===== src/rtl/sd_spi_pkg.sv =====
// Shared constants and types for the SPI-mode SD card responder.
// Holds the command indices, tokens, R1 bit masks, the OCR value and the FSM enums.
package sd_spi_pkg;

  localparam logic [5:0] CMD_GO_IDLE       = 6'd0;
  localparam logic [5:0] CMD_SEND_IF_COND  = 6'd8;
  localparam logic [5:0] CMD_SET_BLOCKLEN  = 6'd16;
  localparam logic [5:0] CMD_READ_SINGLE   = 6'd17;
  localparam logic [5:0] CMD_WRITE_SINGLE  = 6'd24;
  localparam logic [5:0] CMD_APP           = 6'd55;
  localparam logic [5:0] ACMD_SEND_OP_COND = 6'd41;
  localparam logic [5:0] CMD_READ_OCR      = 6'd58;

  localparam logic [7:0] TOKEN_START  = 8'hFE;
  localparam logic [7:0] DRESP_OK     = 8'h05;

  localparam logic [7:0] R1_IDLE      = 8'h01;
  localparam logic [7:0] R1_ILLEGAL   = 8'h04;
  localparam logic [7:0] R1_ADDR_ERR  = 8'h20;
  localparam logic [7:0] R1_PARAM_ERR = 8'h40;

  localparam logic [31:0] OCR_VALUE   = 32'hC0FF8000;

  typedef enum logic [3:0] {
    ST_HUNT, ST_CMD, ST_NCR, ST_RESP,
    ST_RD_NAC, ST_RD_DATA, ST_RD_CRC,
    ST_WR_TOKEN, ST_WR_DATA, ST_WR_CRC, ST_WR_BUSY
  } state_e;

  typedef enum logic [1:0] {ACT_NONE, ACT_READ, ACT_WRITE} act_e;

endpackage


===== src/rtl/sd_spi_slave_phy.sv =====
// SPI mode-0 target PHY: synchronizes cs/sclk/mosi into clk, shifts bytes MSB first.
// Ports: cs/sclk/mosi raw SPI inputs; miso output; cs_active synced select;
//   rx_valid/rx_byte one-cycle pulse per received byte; tx_load/tx_byte next byte to send.
module sd_spi_slave_phy
  import sd_spi_pkg::*;
(
  input  logic       clk,
  input  logic       rst,
  input  logic       cs,
  input  logic       sclk,
  input  logic       mosi,
  input  logic       tx_load,
  input  logic [7:0] tx_byte,
  output logic       miso,
  output logic       cs_active,
  output logic       rx_valid,
  output logic [7:0] rx_byte
);

  logic [1:0] cs_sync_q, mosi_sync_q;
  logic [2:0] sclk_sync_q;
  logic       sclk_rise, sclk_fall;
  logic [2:0] bit_cnt_q, bit_cnt_d;
  logic [7:0] rx_sh_q, rx_sh_d, tx_sh_q, tx_sh_d, rx_byte_q, rx_byte_d, tx_src;
  logic       miso_q, miso_d, rx_valid_q, rx_valid_d;

  always_ff @(posedge clk or posedge rst) begin
    if (rst) begin
      cs_sync_q   <= '1;
      sclk_sync_q <= '0;
      mosi_sync_q <= '0;
    end else begin
      cs_sync_q   <= {cs_sync_q[0], cs};
      sclk_sync_q <= {sclk_sync_q[1:0], sclk};
      mosi_sync_q <= {mosi_sync_q[0], mosi};
    end
  end

  assign cs_active = ~cs_sync_q[1];
  assign sclk_rise = sclk_sync_q[1] & ~sclk_sync_q[2];
  assign sclk_fall = ~sclk_sync_q[1] & sclk_sync_q[2];

  always_comb begin
    bit_cnt_d  = bit_cnt_q;
    rx_sh_d    = rx_sh_q;
    tx_sh_d    = tx_sh_q;
    miso_d     = miso_q;
    rx_valid_d = 1'b0;
    rx_byte_d  = rx_byte_q;
    // a load coinciding with a fall still drives the new MSB
    tx_src     = tx_load ? tx_byte : tx_sh_q;
    if (!cs_active) begin
      bit_cnt_d = '0;
      tx_sh_d   = '1;
      miso_d    = 1'b1;
    end else begin
      if (sclk_rise) begin
        rx_sh_d   = {rx_sh_q[6:0], mosi_sync_q[1]};
        bit_cnt_d = bit_cnt_q + 3'd1;
        if (bit_cnt_q == 3'd7) begin
          rx_valid_d = 1'b1;
          rx_byte_d  = {rx_sh_q[6:0], mosi_sync_q[1]};
        end
      end
      if (sclk_fall) begin
        miso_d  = tx_src[7];
        tx_sh_d = {tx_src[6:0], 1'b1};
      end else begin
        tx_sh_d = tx_src;
      end
    end
  end

  always_ff @(posedge clk or posedge rst) begin
    if (rst) begin
      bit_cnt_q  <= '0;
      rx_sh_q    <= '0;
      tx_sh_q    <= '1;
      miso_q     <= 1'b1;
      rx_valid_q <= 1'b0;
      rx_byte_q  <= '0;
    end else begin
      bit_cnt_q  <= bit_cnt_d;
      rx_sh_q    <= rx_sh_d;
      tx_sh_q    <= tx_sh_d;
      miso_q     <= miso_d;
      rx_valid_q <= rx_valid_d;
      rx_byte_q  <= rx_byte_d;
    end
  end

  assign miso     = miso_q;
  assign rx_valid = rx_valid_q;
  assign rx_byte  = rx_byte_q;

endmodule


===== src/rtl/sd_spi_card_responder.sv =====
// SPI-mode SDHC card emulator backed by a byte-wide block memory (512 B blocks).
// Ports: clk/rst; cs/sclk/mosi/miso/miso_oe SPI target side; mem_addr/mem_rd_en/mem_rdata/
//   mem_we/mem_wdata memory port; init_done after ACMD41 completes; busy during data phases.
// Each received byte decides the byte sent in the following byte slot.
module sd_spi_card_responder
  import sd_spi_pkg::*;
#(
  parameter int ADDR_W     = 20,
  parameter int NCR_BYTES  = 1,
  parameter int NAC_BYTES  = 1,
  parameter int BUSY_BYTES = 4,
  parameter int INIT_POLLS = 2
) (
  input  logic              clk,
  input  logic              rst,
  input  logic              cs,
  input  logic              sclk,
  input  logic              mosi,
  output logic              miso,
  output logic              miso_oe,
  output logic [ADDR_W-1:0] mem_addr,
  output logic              mem_rd_en,
  input  logic [7:0]        mem_rdata,
  output logic              mem_we,
  output logic [7:0]        mem_wdata,
  output logic              init_done,
  output logic              busy
);

  localparam logic [7:0] NCR_N  = 8'(NCR_BYTES);
  localparam logic [7:0] NAC_N  = 8'(NAC_BYTES);
  localparam logic [7:0] BUSY_N = 8'(BUSY_BYTES);
  localparam logic [7:0] POLL_N = 8'(INIT_POLLS);
  localparam int BLK_W = ADDR_W - 9;

  logic cs_active, rx_valid;
  logic [7:0] rx_byte;

  state_e state_q, state_d;
  act_e act_q, act_d;
  logic [7:0] cnt_q, cnt_d, poll_q, poll_d, tx_byte_q, tx_byte_d, rbuf_q, rbuf_d, wdata_q, wdata_d;
  logic [8:0] off_q, off_d;
  logic [31:0] arg_q, arg_d, resp_q, resp_d;
  logic [5:0] idx_q, idx_d;
  logic [BLK_W-1:0] blk_q, blk_d;
  logic [2:0] rcnt_q, rcnt_d;
  logic [ADDR_W-1:0] addr_q, addr_d;
  logic app_q, app_d, init_q, init_d, tx_load_q, tx_load_d;
  logic rd_en_q, rd_en_d, we_q, we_d, rd_pend_q;
  logic [7:0] r1;
  logic idle;

  sd_spi_slave_phy u_phy (
    .clk(clk), .rst(rst), .cs(cs), .sclk(sclk), .mosi(mosi),
    .tx_load(tx_load_q), .tx_byte(tx_byte_q), .miso(miso),
    .cs_active(cs_active), .rx_valid(rx_valid), .rx_byte(rx_byte)
  );

  always_comb begin
    state_d = state_q; act_d = act_q; cnt_d = cnt_q; poll_d = poll_q;
    off_d = off_q; arg_d = arg_q; resp_d = resp_q; idx_d = idx_q; blk_d = blk_q;
    rcnt_d = rcnt_q; addr_d = addr_q; wdata_d = wdata_q; app_d = app_q; init_d = init_q;
    tx_byte_d = tx_byte_q; tx_load_d = 1'b0; rd_en_d = 1'b0; we_d = 1'b0;
    rbuf_d = rd_pend_q ? mem_rdata : rbuf_q;
    idle = ~init_q;
    r1 = 8'h00;
    if (!cs_active) begin
      state_d = ST_HUNT;
    end else if (rx_valid) begin
      tx_load_d = 1'b1;
      tx_byte_d = 8'hFF;
      case (state_q)
        ST_HUNT: if (rx_byte[7:6] == 2'b01) begin
          idx_d = rx_byte[5:0]; cnt_d = '0; state_d = ST_CMD;
        end
        ST_CMD: if (cnt_q == 8'd4) begin
          state_d = ST_NCR; cnt_d = 8'd1;
        end else begin
          arg_d = {arg_q[23:0], rx_byte}; cnt_d = cnt_q + 8'd1;
        end
        ST_NCR: if (cnt_q == NCR_N) begin
          resp_d = '0; rcnt_d = '0; act_d = ACT_NONE; app_d = 1'b0;
          if (app_q && idx_q == ACMD_SEND_OP_COND) begin
            if (init_q) r1 = 8'h00;
            else if (poll_q < POLL_N) begin poll_d = poll_q + 8'd1; r1 = R1_IDLE; end
            else begin init_d = 1'b1; r1 = 8'h00; end
          end else begin
            case (idx_q)
              CMD_GO_IDLE: begin init_d = 1'b0; poll_d = '0; r1 = R1_IDLE; end
              CMD_SEND_IF_COND: begin r1 = {7'd0, idle}; resp_d = arg_q; rcnt_d = 3'd4; end
              CMD_APP: begin r1 = {7'd0, idle}; app_d = 1'b1; end
              CMD_READ_OCR: begin r1 = {7'd0, idle}; resp_d = OCR_VALUE; rcnt_d = 3'd4; end
              CMD_SET_BLOCKLEN: r1 = (arg_q == 32'd512) ? {7'd0, idle} : (R1_PARAM_ERR | {7'd0, idle});
              CMD_READ_SINGLE, CMD_WRITE_SINGLE: begin
                if (!init_q) r1 = R1_ILLEGAL | {7'd0, idle};
                else if (arg_q[31:BLK_W] != '0) r1 = R1_ADDR_ERR;
                else begin
                  r1 = 8'h00; blk_d = arg_q[BLK_W-1:0];
                  act_d = (idx_q == CMD_READ_SINGLE) ? ACT_READ : ACT_WRITE;
                end
              end
              default: r1 = R1_ILLEGAL | {7'd0, idle};
            endcase
          end
          tx_byte_d = r1;
          state_d = ST_RESP;
        end else begin
          cnt_d = cnt_q + 8'd1;
        end
        ST_RESP: if (rcnt_q != '0) begin
          tx_byte_d = resp_q[31:24]; resp_d = {resp_q[23:0], 8'h00}; rcnt_d = rcnt_q - 3'd1;
        end else begin
          case (act_q)
            ACT_READ:  begin state_d = ST_RD_NAC; cnt_d = 8'd1; end
            ACT_WRITE: state_d = ST_WR_TOKEN;
            default:   state_d = ST_HUNT;
          endcase
        end
        ST_RD_NAC: if (cnt_q == NAC_N) begin
          tx_byte_d = TOKEN_START; off_d = '0; addr_d = {blk_q, 9'd0}; rd_en_d = 1'b1;
          state_d = ST_RD_DATA;
        end else begin
          cnt_d = cnt_q + 8'd1;
        end
        // rbuf holds byte off_q; fetch off_q+1 now so it is ready by the next boundary
        ST_RD_DATA: begin
          tx_byte_d = rbuf_q;
          if (off_q == 9'd511) begin
            state_d = ST_RD_CRC; cnt_d = '0;
          end else begin
            off_d = off_q + 9'd1; addr_d = {blk_q, off_q + 9'd1}; rd_en_d = 1'b1;
          end
        end
        ST_RD_CRC: if (cnt_q == 8'd1) state_d = ST_HUNT; else cnt_d = 8'd1;
        ST_WR_TOKEN: if (rx_byte == TOKEN_START) begin
          state_d = ST_WR_DATA; off_d = '0;
        end else if (rx_byte != 8'hFF) begin
          state_d = ST_HUNT;
        end
        ST_WR_DATA: begin
          we_d = 1'b1; addr_d = {blk_q, off_q}; wdata_d = rx_byte;
          if (off_q == 9'd511) begin state_d = ST_WR_CRC; cnt_d = '0; end
          else off_d = off_q + 9'd1;
        end
        ST_WR_CRC: if (cnt_q == 8'd1) begin
          tx_byte_d = DRESP_OK; state_d = ST_WR_BUSY; cnt_d = '0;
        end else begin
          cnt_d = 8'd1;
        end
        ST_WR_BUSY: if (cnt_q < BUSY_N) begin
          tx_byte_d = 8'h00; cnt_d = cnt_q + 8'd1;
        end else begin
          state_d = ST_HUNT;
        end
        default: state_d = ST_HUNT;
      endcase
    end
  end

  always_ff @(posedge clk or posedge rst) begin
    if (rst) begin
      state_q <= ST_HUNT; act_q <= ACT_NONE; cnt_q <= '0; poll_q <= '0; off_q <= '0;
      arg_q <= '0; resp_q <= '0; idx_q <= '0; blk_q <= '0; rcnt_q <= '0;
      addr_q <= '0; wdata_q <= '0; app_q <= 1'b0; init_q <= 1'b0;
      tx_byte_q <= '1; tx_load_q <= 1'b0; rd_en_q <= 1'b0; we_q <= 1'b0;
      rd_pend_q <= 1'b0; rbuf_q <= '0;
    end else begin
      state_q <= state_d; act_q <= act_d; cnt_q <= cnt_d; poll_q <= poll_d; off_q <= off_d;
      arg_q <= arg_d; resp_q <= resp_d; idx_q <= idx_d; blk_q <= blk_d; rcnt_q <= rcnt_d;
      addr_q <= addr_d; wdata_q <= wdata_d; app_q <= app_d; init_q <= init_d;
      tx_byte_q <= tx_byte_d; tx_load_q <= tx_load_d; rd_en_q <= rd_en_d; we_q <= we_d;
      rd_pend_q <= rd_en_q; rbuf_q <= rbuf_d;
    end
  end

  assign miso_oe   = cs_active;
  assign mem_addr  = addr_q;
  assign mem_rd_en = rd_en_q;
  assign mem_we    = we_q;
  assign mem_wdata = wdata_q;
  assign init_done = init_q;
  assign busy      = state_q inside {ST_RD_NAC, ST_RD_DATA, ST_RD_CRC,
                                     ST_WR_TOKEN, ST_WR_DATA, ST_WR_CRC, ST_WR_BUSY};

endmodule


===== config.mk =====
export PLATFORM = sky130hd
export DESIGN_NAME = sd_spi_card_responder
export DESIGN_NICKNAME = d
export VERILOG_FILES = /design/src/rtl/sd_spi_pkg.sv /design/src/rtl/sd_spi_slave_phy.sv /design/src/rtl/sd_spi_card_responder.sv
export SDC_FILE = /design/constraint.sdc
export NUM_CORES = 1
export LEC_CHECK = 0
export BUFFER_PORTS_ARGS = -buffer_cell sky130_fd_sc_hd__buf_2
export CORE_MARGIN = 3
export CORE_UTILIZATION = 49
export CTS_BUF_LIST = sky130_fd_sc_hd__clkbuf_2
export CTS_CLUSTER_DIAMETER = 150
export DETAILED_ROUTE_END_ITERATION = 10
export GPL_ROUTABILITY_DRIVEN = 1
export GPL_TIMING_DRIVEN = 1
export PLACE_DENSITY_LB_ADDON = 0.12
export SYNTH_ARGS = -nofsm -noshare
export SYNTH_HDL_FRONTEND = slang
export SYNTH_HIERARCHICAL = 1
export SYNTH_SLANG_ARGS = --single-unit

===== constraint.sdc =====
create_clock -name clk -period 9.1 [get_ports clk]
set_input_delay 1.365 -clock clk [delete_from_list [all_inputs] [get_ports clk]]
set_output_delay 1.365 -clock clk [all_outputs]
set_load 0.03 [all_outputs]

### Word level (Yosys, flattened, before mapping)

Index checks and enable logic that the tools add are counted.

* register bits: 200
* input port bits: 13
* latch bits: 0
* word-level logic and storage cells: 223
* memories kept: 0
* memory bits (writable): 0
* ROM bits: 0

* bitwise logic cells: 9
* $mul: 0
* shifts and indexed selects: 0
* eq/ne operators: 53
* magnitude comparators: 2
* divide/modulo/power cells: 0
* add/sub/neg operators: 5
* reductions and logical operators: 34
* muxes and demuxes: 91

Operator list (count)
* $mux 8: 20
* $pmux 32 s2: 2
* $mux 32: 3
* $pmux 8 s8: 1
* $pmux 20 s3: 1
* $mux 4: 14
* $pmux 8 s6: 1
* $pmux 4 s11: 1
* $mux 20: 2
* $eq 32x10->1 const B: 1
* $ne 3x2->1 const B: 10
* $pmux 7 s4: 1
* $mux 9: 3
* $pmux 9 s3: 1
* $ne 2x2->1 const B: 13
* $mux 1: 24
* $reduce_bool 21->1: 1
* $eq 6x5->1 const B: 3
* $eq 6x6->1 const B: 3
* $mux 3: 6
* $add 8x1->8 const B: 2
* $eq 4x3->1 const B: 4
* $reduce_and 5->1: 3
* $eq 4x4->1 const B: 3
* other kinds (42): 71

### Depth between registers and ports, before layout

Gate-level depths: netlist of the first run.

* word-level depth: 7
* depth in mapped cells: 11
* mapped depth without buffers: 10

### Cells and area by module

The synthesis of the first run kept the hierarchy.

By module, submodules not included
* sd_spi_card_responder: cells an instance 766, instances 1, area each 7913.8 sq um
* sd_spi_slave_phy: cells an instance 88, instances 1, area each 1396.3 sq um

### Worst setup path before layout of the first run

No wires, ideal clock.

* kind: register to register
* start point: reg off_q[0]
* end point: reg addr_q[11] (netlist: mem_addr[11])
* buffers on the path: 1
* stages on the path, launching flop included: 10
* required time: 8.975 ns
* library setup time: 0.125 ns
* setup slack: 6.321 ns
* arrival time: 2.654 ns
* period minus slack after synthesis: 2.779 ns
* cell sequence: dfrtp_1 ha_1 and3_1 and3_1 and3_1 ha_1 o22a_1 a2111oi_1 buf_2 mux2_2

* word-level cells in the longest chain between the ends: 3

RTL lines
* from (decl): RTL line sd_spi_card_responder.sv:42 `logic [8:0] off_q, off_d;`
* from (signal assigned): RTL line sd_spi_card_responder.sv:162 `state_q <= ST_HUNT; act_q <= ACT_NONE; cnt_q <= '0; poll_q <= '0; off_q <= '0;`
* from (signal assigned): RTL line sd_spi_card_responder.sv:168 `state_q <= state_d; act_q <= act_d; cnt_q <= cnt_d; poll_q <= poll_d; off_q <= off_d;`
* $eq 9x9->1: RTL line sd_spi_card_responder.sv:128 `if (off_q == 9'd511) begin`
* $ne 2x2->1 (no line)
* $reduce_and 5->1 (no line)
* to (signal assigned): RTL line sd_spi_card_responder.sv:170 `addr_q <= addr_d; wdata_q <= wdata_d; app_q <= app_d; init_q <= init_d;`
* to (decl): RTL line sd_spi_card_responder.sv:47 `logic [ADDR_W-1:0] addr_q, addr_d;`

Every way passes these cells.
A chain may end at the register's enable or synchronous reset.

### Worst setup path in the final report of the first run

* start point: reg state_q[2]
* end point: out busy

* word-level cells in the longest chain between the ends: 2

RTL lines
* from (decl): RTL line sd_spi_card_responder.sv:39 `state_e state_q, state_d;`
* from (signal assigned): RTL line sd_spi_card_responder.sv:162
* from (signal assigned): RTL line sd_spi_card_responder.sv:168
* $eq 4x3->1 or $eq 4x4->1 (tied branches): RTL line sd_spi_card_responder.sv:182 `assign busy = state_q inside {ST_RD_NAC, ST_RD_DATA, ST_RD_CRC,`
* $reduce_bool 7->1 *: RTL line sd_spi_card_responder.sv:182
* to (decl): RTL line sd_spi_card_responder.sv:27 `output logic busy`

Mark *: on every way between the ends. The rest lies on a longest branch, timed or not.

==> results of run 1 <==
## Yosys cell counts (all sizes together), types with 5 or more instances
cell / number / area (sq um)
nand2: 80 / 300.3
and3: 6 / 37.54
o21ai: 49 / 245.2
or4b: 6 / 63.81
dfrtp: 181 / 4529
ha: 12 / 150.1
a22oi: 11 / 82.58
nor4: 11 / 68.82
clkbuf: 39 / 146.4
inv: 19 / 71.32
nand3: 23 / 115.1
mux2: 93 / 1077
a21o: 5 / 45.04
buf: 14 / 96.34
nand2b: 7 / 43.79
o41ai: 7 / 61.31
a21oi: 39 / 195.2
o31ai: 6 / 45.04
a32o: 7 / 70.07
dfstp: 19 / 499.2
nor3b: 5 / 48.80
nor2b: 10 / 62.56
nor3: 15 / 80.08
o211ai: 13 / 97.59
nor2: 80 / 300.3
a31oi: 21 / 131.4
mux2i: 13 / 130.1
## through the flow
stage,utilization [%],area [sq um],hold slack [ns]
finish,54.26,9947,0.3785
detailed placement,52.83,9684,0.3371
global placement,52.83,9684,0.3337
floorplan,-,9310,0.3312
global route,54.26,9947,0.3773
CTS,54.25,9945,0.3782
## sequential cells by signal (all words and copies together) (netlist names), 9 cells and up
signal    count
arg_q        32
blk_q        11
mem_addr     20
off_q         9
resp_q       32
## path summary, 6_finish.rpt
| path | start | to | slack [ns] | depth (start not counted) |
|---|---|---|---|---|
| min reg2reg | u_phy/cs_sync_q[0]$_DFF_PP1_ | u_phy/cs_sync_q[1]$_DFF_PP1_ | 0.38 | 0 |
| max in group asynchronous | rst | rbuf_q[2]$_DFFE_PP0P_ | 7.02 | 3 |
| max | state_q[2]$_DFFE_PP0P_ | busy | 5.45 | 4 |
| max reg2reg | state_q[2]$_DFFE_PP0P_ | cnt_q[0]$_DFFE_PP0P_ | 5.48 | 5 |
| min | u_phy/cs_sync_q[0]$_DFF_PP1_ | u_phy/cs_sync_q[1]$_DFF_PP1_ | 0.38 | 0 |
| min in group asynchronous | rst | u_phy/rx_sh_q[5]$_DFFE_PP0P_ | 0.62 | 3 |
## final cells by class
cell class	instances	area, sq um
antenna	1	2.502
clock buffer	17	85.08
clock inverter	15	175.2
fill	1643	8384
inverter	19	76.32
multi-input combinational	582	3988
sequential	200	5029
tap	229	286.5
timing repair buffer	56	305.3
## worst reg2reg max path, cell delays in order, from the launching register on
cell and delay [ns]:
dfrtp_1 0.91, nor4bb_2 1.03, nor2_1 0.37, o2111ai_1 0.60
nor2_1 0.30, mux2_2 0.35
## per-layer routing
layer	GRT usage, %	up-vias	share of wire (%)
li1	-	3150	-
met1	29.91	3318	47
met2	32.36	179	47
met3	4.093	30	4.4
met4	5.897	0	2.3
met5	0	-	0
## kinds of logic after synthesis
| kind of cell | count (synthesis) | synth area share [%] |
|---|---|---|
| xor gates and xnor gates | 3 | 0.2823 |
| and+or+nand+nor | 276 | 14.82 |
| DFF | 200 | 54.01 |
| AOI/OAI and AO/OA | 185 | 12.93 |
| buffers and inverters | 72 | 3.373 |
| adders and majority gates | 12 | 1.613 |
| muxes | 106 | 12.97 |
## power by group through the flow
stage / clock network, uW / logic, uW / registers, uW
finish: 440 / 39.0 / 917
global route: 499 / 45.5 / 921
CTS: 457 / 40.9 / 918
detailed placement: 0 / 40.6 / 931
global placement: 0 / 39.2 / 930
floorplan: 0 / 30.4 / 928
==> flow_metrics.py, run 1 <==
metrics = {
    "cells_and_area": {
        "final_layout_size_suffix_gt1_share_pct": 24.41,
        "fin_nets": 901,
        "layout_common_cells": "181 x dfrtp_1, 85 x mux2_2, 80 x nand2_1, 79 x nor2_1, 49 x o21ai_0",
        "fin_cells": 1119,
        "layout-area-overhead-vs-synth_pct": 6.840,
        "layout_commonest_cell": "dfrtp_1",
    },
    "synthesis": {
        "ys_types": 68,
        "synth_cells": 854,
        "synth_area_per_cell_sq_um": 10.90,
        "ys_ff_latch": 200,
        "synth_seq_area_share_pct": 54.01,
        "yosys_most_used_dff": "dfrtp_1",
        "async_flop_share_pct": 100.0,
        "synth_fp_nets": 879,
        "synth.cell_area_sq_um": 9310,
        "yosys_warnings": 6,
        "synth_edf_count": 0,
    },
    "pwr": {
        "comb_power_share_pct": 2.8,
        "p_total_uw": 1397,
        "p_leak_uw": 0.004639,
        "power.share.clock_pct": 31.5,
        "switching_share_pct": 27.10,
        "p_int_uw": 1018,
        "powerDensity_nw_per_um2": 140.4,
        "switching_power_uw": 378.4,
        "ir_drop_mv": 0.1024,
        "pwr-share-seq_pct": 65.7,
    },
    "worst_setup_path": {
        "crit_required_ns": 7.74,
        "critPathCaptureType": "output pin",
        "cpPeakStageDelay_ns": 0.91,
        "worst_path_max_delay_cell": "dfrtp_1",
        "critPathKind": "register to output pin",
        "path_max_fanout": 25,
        "worstPathCellList": "inv_1, nand3_1, nand2_1, buf_2",
        "path_delay_family": "flip-flops",
        "crit_arrival_ns": 2.28,
        "startpoint_type": "register",
        "path_buf_inv": 2,
    },
    "grt": {
        "grt_util_all_layers_pct": 20.81,
        "antenna_found_initial": 1,
        "grt_pass1_wl_mm": 34.37,
        "grt_start_max_net_pins": 104,
        "overflow": 0,
        "grt_pass1_vias": 6585,
    },
    "timing": {
        "layout_setup_ws_ns": 5.451,
        "setup_tns_ns": 0,
        "setup_viol": 0,
        "worst_slew_pin_slew_ns": 1.039,
        "grt_setup_unrepaired": "no",
        "fmax_mhz": 274.1,
        "fin_worst_skew_ns": 0.05540,
        "relSlewSlack_pct": 29.77,
        "finalHoldViolations": 0,
        "min_period_ns": 3.649,
        "slew_viol_final": 0,
        "finalCritPeriodShare_pct": 40.10,
    },
    "place": {
        "dp.cells": 1086,
        "io_buffers": 46,
        "hpwl_mm": 14.24,
        "gp_congestion": 0.8584,
        "preCtsSetupSlack_ns": 5.604,
    },
    "cts": {
        "clk_latency_ns": 0.80,
        "cts_resized": 0,
        "cts_tree": "yes",
        "cts_num_sinks": 200,
        "clockBufferDepth": 2,
        "cts_buffers": 17,
        "post_cts_buffers": 0,
        "htree_levels": 4,
        "path_clk_slew_ns": 0.31,
        "holdBufCountCts": 0,
        "cts-root-buf": "clkbuf_2",
    },
    "floorplanning": {
        "io_pins": 47,
        "floorplan.rows": 49,
        "die_x_microns": 143.8,
        "die_area_sq_um": 20690,
        "fp.dieH_microns": 143.8,
        "coreArea_sq_um": 18330,
        "start_util_pct": 50.79,
    },
    "drt": {
        "routed_via_density": 5.967,
        "drc": 0,
        "vias": 6677,
        "ant_nets": 0,
        "drt_first_pass_iters": 5,
        "wl_mm": 20.56,
        "wl_per_cell_microns": 18.37,
        "first_iter_violations": 460,
    },
    "hold_path": {
        "hold_class": "register to register",
    },
    "run": {
        "max_cap_viol_count": 0,
    },
    "outcome": {
        "status": "finished clean",
    },
}
Power figures use the tool's default switching activity.
==> run 2, diff against run 1 <==
--- a/config.mk
+++ b/config.mk
@@ -5,6 +5,7 @@
 export SDC_FILE = /design/constraint.sdc
 export NUM_CORES = 1
 export LEC_CHECK = 0
+export ABC_AREA = 1
 export BUFFER_PORTS_ARGS = -buffer_cell sky130_fd_sc_hd__buf_2
 export CORE_MARGIN = 3
 export CORE_UTILIZATION = 49
==> constraint.sdc (replaced) <==
create_clock -name clk -period 3.37 [get_ports clk]
set_input_delay 0.5055 -clock clk [delete_from_list [all_inputs] [get_ports clk]]
set_output_delay 0.5055 -clock clk [all_outputs]
set_load 0.03 [all_outputs]
==> flow_metrics.py, run 2 <==
metrics = {
    "pwr": {
        "p_int_uw": 2830,
        "ir_drop_mv": 0.2702,
        "power.share.clock_pct": 30.4,
        "switching_power_uw": 1106,
        "comb_power_share_pct": 6.8,
        "switching_share_pct": 28.09,
        "p_leak_uw": 0.005141,
        "pwr-share-seq_pct": 62.8,
        "powerDensity_nw_per_um2": 372.7,
    },
    "floorplanning": {
        "floorplan.rows": 50,
        "fp.dieH_microns": 146.9,
        "io_pins": 47,
        "coreArea_sq_um": 19080,
        "die_area_sq_um": 21590,
        "die_x_microns": 146.9,
        "start_util_pct": 51.00,
    },
    "timing": {
        "relSlewSlack_pct": 30.02,
        "fin_worst_skew_ns": 0.05050,
        "setup_tns_ns": 0,
        "finalHoldViolations": 0,
        "grt_setup_unrepaired": "no",
        "min_period_ns": 2.569,
        "slew_viol_final": 0,
        "finalCritPeriodShare_pct": 76.24,
        "setup_viol": 0,
        "worst_slew_pin_slew_ns": 1.046,
        "fmax_mhz": 389.2,
    },
    "worst_setup_path": {
        "crit_arrival_ns": 3.28,
        "critPathKind": "register to register",
        "startpoint_type": "register",
        "critPathCaptureType": "register",
        "crit_required_ns": 4.08,
        "path_max_fanout": 24,
    },
    "grt": {
        "antenna_found_initial": 1,
        "grt_pass1_wl_mm": 38.64,
        "grt_pass1_vias": 7519,
        "grt_start_max_net_pins": 65,
        "overflow": 0,
        "grt_util_all_layers_pct": 21.94,
    },
    "cts": {
        "htree_levels": 4,
        "cts-root-buf": "clkbuf_2",
        "cts_resized": 0,
        "clk_latency_ns": 0.78,
        "cts_buffers": 17,
        "cts_tree": "yes",
        "path_clk_slew_ns": 0.32,
        "clockBufferDepth": 2,
        "cts_num_sinks": 200,
    },
    "synthesis": {
        "synth_cells": 1185,
        "synth_top_area_share_pct": 46.55,
        "yosys_most_used_dff": "dfrtp_1",
        "ys_ff_latch": 200,
        "synth.most_common_cell": "nand2_1",
        "yosys_warnings": 6,
        "synth.cell_area_sq_um": 9731,
        "ys_types": 46,
        "synth.area.top_cells": "dfrtp_1 47%, nand2_1 13%, dfstp_2 5.1%",
        "synth_area_per_cell_sq_um": 8.211,
        "async_flop_share_pct": 100.0,
        "synth_fp_nets": 1210,
        "synth_edf_count": 0,
        "synth_largest_area_cell": "dfrtp_1",
        "netlist_top_cells_count": "344 x nand2_1, 181 x dfrtp_1, 115 x inv_1, 111 x nor2_1, 82 x nand3_1",
        "synth_seq_area_share_pct": 51.68,
    },
    "run": {
        "max_cap_viol_count": 0,
    },
    "cells_and_area": {
        "layout_common_cells": "344 x nand2_1, 181 x dfrtp_1, 114 x inv_1, 111 x nor2_1, 82 x nand3_1",
        "final_layout_size_suffix_gt1_share_pct": 14.10,
        "nFillCells": 1844,
        "fin_nets": 1260,
        "postLayoutCoreUtil_pct": 55.34,
        "layout-area-overhead-vs-synth_pct": 8.525,
        "layout_commonest_cell": "nand2_1",
    },
    "drt": {
        "first_iter_violations": 637,
        "wl_mm": 22.76,
        "dr_wl_met3_mm": 1.051,
        "vias": 7856,
        "routed_via_density": 5.206,
        "drt_first_pass_iters": 7,
        "wl_met2_mm": 10.11,
        "top_layer": "met4",
        "met1_length_mm": 11.24,
        "drc": 0,
        "ant_nets": 0,
        "wl_per_cell_microns": 15.08,
    },
    "outcome": {
        "status": "finished clean",
    },
    "hold_path": {
        "hold_class": "primary input to register",
    },
    "place": {
        "hpwl_mm": 16.28,
        "gp_congestion": 0.9328,
        "io_buffers": 46,
    },
}
[run 2: cell types whose count changed in the layout (fill, tap and decap cells not counted), sizes merged, moves of 44 or more]
cell,delta
mux2,-87
nand2,+284
o21ai,+67
nand3,+62
nor2,+44
inv,+117
[run 2: area by class of cell]
class / count / area [sq um] / area share [%]
Sequential cell: 200 / 5029 / 47.62
Multi-Input combinational cell: 815 / 4001 / 37.89
Inverter: 137 / 520.5 / 4.929
Timing Repair Buffer: 64 / 432.9 / 4.100
Tap cell: 260 / 325.3 / 3.081
Clock inverter: 15 / 163.9 / 1.552
Clock buffer: 17 / 85.08 / 0.8057
Antenna cell: 1 / 2.502 / 0.02370
[run 2: layer usage]
layer,up-vias,global-route usage [%]
met2,178,33.90
met4,0,4.939
met1,3731,32.44
met3,22,4.133
met5,-,0
li1,3925,-
[run 2: power groups by stage]
stage          Sequential (uW)  Combinational, uW  Clock (uW)
2_1_floorplan             2500                192           0
3_3_place_gp              2510                257           0
3_5_place_dp              2510                258           0
4_1_cts                   2470                269        1240
5_1_grt                   2480                304        1350
6_report                  2470                268        1200
[run 2: cell families after synthesis]
kind of cell	count (synthesis)	synth area share [%]
AO/OA/AOI/OAI	175	9.875
multiplexers	6	0.6943
flip-flops	200	51.68
AND/OR/NAND/NOR	614	28.29
adder cells (fa/ha/maj)	12	1.543
buffers and inverters	170	7.201
XOR/XNOR	8	0.7201
[run 2: repair_timing]
action / in CTS / in global routing
hold buffers: 12 / 0
buffers inserted: 0 / 0
endpoints found under the hold margin: 67 / 0
[run 2: through the flow]
step	cell area, sq um	cells	power (uW)	setup WS [ns]	hold slack, ns
after floorplan	9734	1185	2694	0.7723	0.3312
after global placement	10190	1464	2766	0.9041	0.3336
after detailed placement	10190	1464	2767	0.8213	0.3378
after CTS	10560	1508	3983	0.7809	0.2479
after global routing	10560	1509	4130	0.6248	0.2070
final	10560	1509	3936	0.8007	0.3320
[run 2: final timing paths]
kind / from / endpoint / slack (ns) / cells after the start
setup / recovery: off_q[0]$_DFFE_PP0P_ / mem_addr[0]$_DFFE_PP0P_ / 0.80 / 12
hold / removal: cs / u_phy/cs_sync_q[0]$_DFF_PP1_ / 0.33 / 2
setup reg to reg: off_q[0]$_DFFE_PP0P_ / mem_addr[0]$_DFFE_PP0P_ / 0.80 / 12
hold reg to reg: u_phy/cs_sync_q[0]$_DFF_PP1_ / u_phy/cs_sync_q[1]$_DFF_PP1_ / 0.38 / 0
max in group asynchronous: rst / u_phy/miso$_DFFE_PP1P_ / 2.06 / 4
min in group asynchronous: rst / resp_q[22]$_DFFE_PP0P_ / 0.40 / 3
[run 2: critical path, stage by stage, from the launching register on]
cell     delay (ns)
dfrtp_1        0.51
ha_1           0.24
nand3_1        0.14
nor2_1         0.05
nand3_1        0.09
nor2_1         0.06
ha_1           0.18
inv_1          0.18
o21ai_1        0.14
nor2_4         0.46
inv_2          0.25
nand2_1        0.10
o21ai_0        0.08
==> run 3, diff against run 2 <==
--- a/config.mk
+++ b/config.mk
@@ -5,7 +5,7 @@
 export SDC_FILE = /design/constraint.sdc
 export NUM_CORES = 1
 export LEC_CHECK = 0
-export ABC_AREA = 1
+export ABC_AREA = 0
 export BUFFER_PORTS_ARGS = -buffer_cell sky130_fd_sc_hd__buf_2
 export CORE_MARGIN = 3
 export CORE_UTILIZATION = 49
==> constraint.sdc (replaced) <==
create_clock -name clk -period 2.2 [get_ports clk]
set_input_delay 0.33 -clock clk [delete_from_list [all_inputs] [get_ports clk]]
set_output_delay 0.33 -clock clk [all_outputs]
set_load 0.03 [all_outputs]
==> flow_metrics.py, run 3 (synthesized netlist as in run 1, its figures left out) <==
metrics = {
    "drt": {
        "drc": 0,
        "routed_via_density": 5.909,
        "wl_per_cell_microns": 20.28,
        "wl_mm": 25.80,
        "ant_nets": 0,
        "vias": 7516,
        "drt_first_pass_iters": 5,
        "first_iter_violations": 527,
    },
    "cts": {
        "path_clk_slew_ns": 0.30,
        "cts-root-buf": "clkbuf_2",
        "clk_latency_ns": 0.77,
        "cts_num_sinks": 200,
        "htree_levels": 4,
        "clockBufferDepth": 2,
        "cts_buffers": 17,
        "cts_tree": "yes",
    },
    "run": {
        "max_cap_viol_count": 0,
    },
    "floorplanning": {
        "start_util_pct": 50.79,
        "die_x_microns": 143.8,
        "fp.dieH_microns": 143.8,
        "io_pins": 47,
        "coreArea_sq_um": 18330,
        "die_area_sq_um": 20690,
        "floorplan.rows": 49,
    },
    "timing": {
        "layout_setup_ws_ns": -0.3175,
        "grt_setup_unrepaired": "yes",
        "slew_viol_final": 0,
        "setup_viol": 123,
        "finalCritPeriodShare_pct": 114.4,
        "finalHoldViolations": 0,
        "fmax_mhz": 397.2,
        "worst_slew_pin_slew_ns": 0.6114,
        "relSlewSlack_pct": 59.24,
        "fin_worst_skew_ns": 0.04114,
        "min_period_ns": 2.517,
        "whs_ns": 0.1732,
        "setup_tns_ns": -16.07,
    },
    "worst_setup_path": {
        "rr_worst_depth": 12,
        "worstPathCellList": "ha_2, and3_4, and3_4, and3_4, ha_4, o22a_1, a2111oi_4, buf_4, buf_12, buf_12, nor2_1, a31oi_1",
        "path_delay_family": "simple AND/OR/NAND/NOR gates",
        "worst_path_max_delay_cell": "dfrtp_1",
        "critPathKind": "register to register",
        "path_max_fanout": 8,
        "r2r_slack_ns": -0.32,
        "timing.rr.end": "mem_addr[7]$_DFFE_PP0P_",
        "startpoint_type": "register",
        "crit_arrival_ns": 3.22,
        "crit_required_ns": 2.90,
        "r2r_start": "off_q[1]$_DFFE_PP0P_",
        "cp_common_cell": "and3_4",
        "critPathCaptureType": "register",
        "cpPeakStageDelay_ns": 0.46,
        "path_buf_inv": 3,
        "cp.depth": 12,
    },
    "outcome": {
        "status": "finished, violations left",
        "violations": "negative setup slack",
    },
    "place": {
        "gp_congestion": 0.9086,
        "place_area_sq_um": 10660,
        "dp.cells": 1185,
        "io_buffers": 46,
        "hpwl_mm": 16.52,
    },
    "cells_and_area": {
        "final_layout_size_suffix_gt1_share_pct": 45.01,
        "layout_common_cells": "180 x dfrtp_1, 104 x buf_4, 62 x mux2_4, 61 x nand2_1, 56 x nor2_1",
        "finalInstanceArea_sq_um": 12350,
        "fin_cells": 1272,
        "layout_commonest_cell": "dfrtp_1",
        "layout-area-overhead-vs-synth_pct": 32.60,
        "fin_nets": 1054,
    },
    "grt": {
        "grt_pass1_wl_mm": 39.44,
        "grt_start_max_net_pins": 101,
        "antenna_found_initial": 1,
        "grt_pass1_vias": 7351,
        "overflow": 0,
        "grt_util_all_layers_pct": 24.36,
    },
    "pwr": {
        "ir_drop_mv": 0.3978,
        "p_leak_uw": 0.005715,
        "powerDensity_nw_per_um2": 468.6,
        "p_total_uw": 5785,
    },
    "hold_path": {
        "hold_class": "primary input to asynchronous set/reset pin",
    },
}
## run 3: layout make-up
class / instances / area [sq um]
Fill cell: 1343 / 5986
Sequential cell: 200 / 5030
Multi-Input combinational cell: 582 / 4836
Timing Repair Buffer: 209 / 1877
Tap cell: 229 / 286.5
Clock inverter: 13 / 137.6
Clock buffer: 19 / 95.09
Inverter: 19 / 81.33
Antenna cell: 1 / 2.502
## run 3: layer usage
metal  up-vias  GRT usage (%)  share of wire, %
met1      3818          33.30                45
li1       3456              -                 -
met2       203          39.59                49
met3        39          4.759               4.1
met4         0          7.384               2.4
met5         -              0                 0
## run 3: what timing repair did
| action | 4_1_cts | 5_1_grt |
|---|---|---|
| buffers inserted | 16 | 21 |
| setup endpoints to repair | 129 | 136 |
| resized for setup | 148 | 111 |
| hold endpoints to repair | 211 | 0 |
| cloned | 7 | 4 |
| hold buffers | 12 | 0 |
| pin swaps | 22 | 24 |
## run 3: per-stage QoR
| stage | util [%] | setup slack [ns] |
|---|---|---|
| after floorplan | - | -0.3125 |
| after global placement | 58.15 | -0.3147 |
| after global routing | 67.35 | -0.4008 |
| after detailed placement | 58.15 | -0.2953 |
| final | 67.35 | -0.3175 |
| after CTS | 64.50 | -0.2798 |
## run 3: how the worst max path moves through the flow
stage	startpoint	endpoint	slack, ns
after floorplan	state_q[2]$_DFFE_PP0P_	poll_q[5]$_DFFE_PP0P_	-0.31
after global placement	cnt_q[1]$_DFFE_PP0P_	resp_q[17]$_DFFE_PP0P_	-0.31
final	off_q[1]$_DFFE_PP0P_	mem_addr[7]$_DFFE_PP0P_	-0.32
after detailed placement	cnt_q[1]$_DFFE_PP0P_	resp_q[17]$_DFFE_PP0P_	-0.30
after global routing	off_q[0]$_DFFE_PP0P_	state_q[3]$_DFFE_PP0P_	-0.40
after CTS	off_q[1]$_DFFE_PP0P_	mem_addr[13]$_DFFE_PP0P_	-0.28
## run 3: tightest hold or removal path, cell delays in order
cell and delay, ns:
dlygate4sd3_1 0.53, buf_2 0.14, inv_1 0.05, buf_4 0.37
## run 3: power breakdown
group / switching (uW) / internal (uW) / total (uW) / leakage [uW]
registers: 43.1 / 3750 / 3790 / 0.00270
clock network: 1330 / 463 / 1790 / 0.000146
logic: 112 / 88.5 / 200 / 0.00287
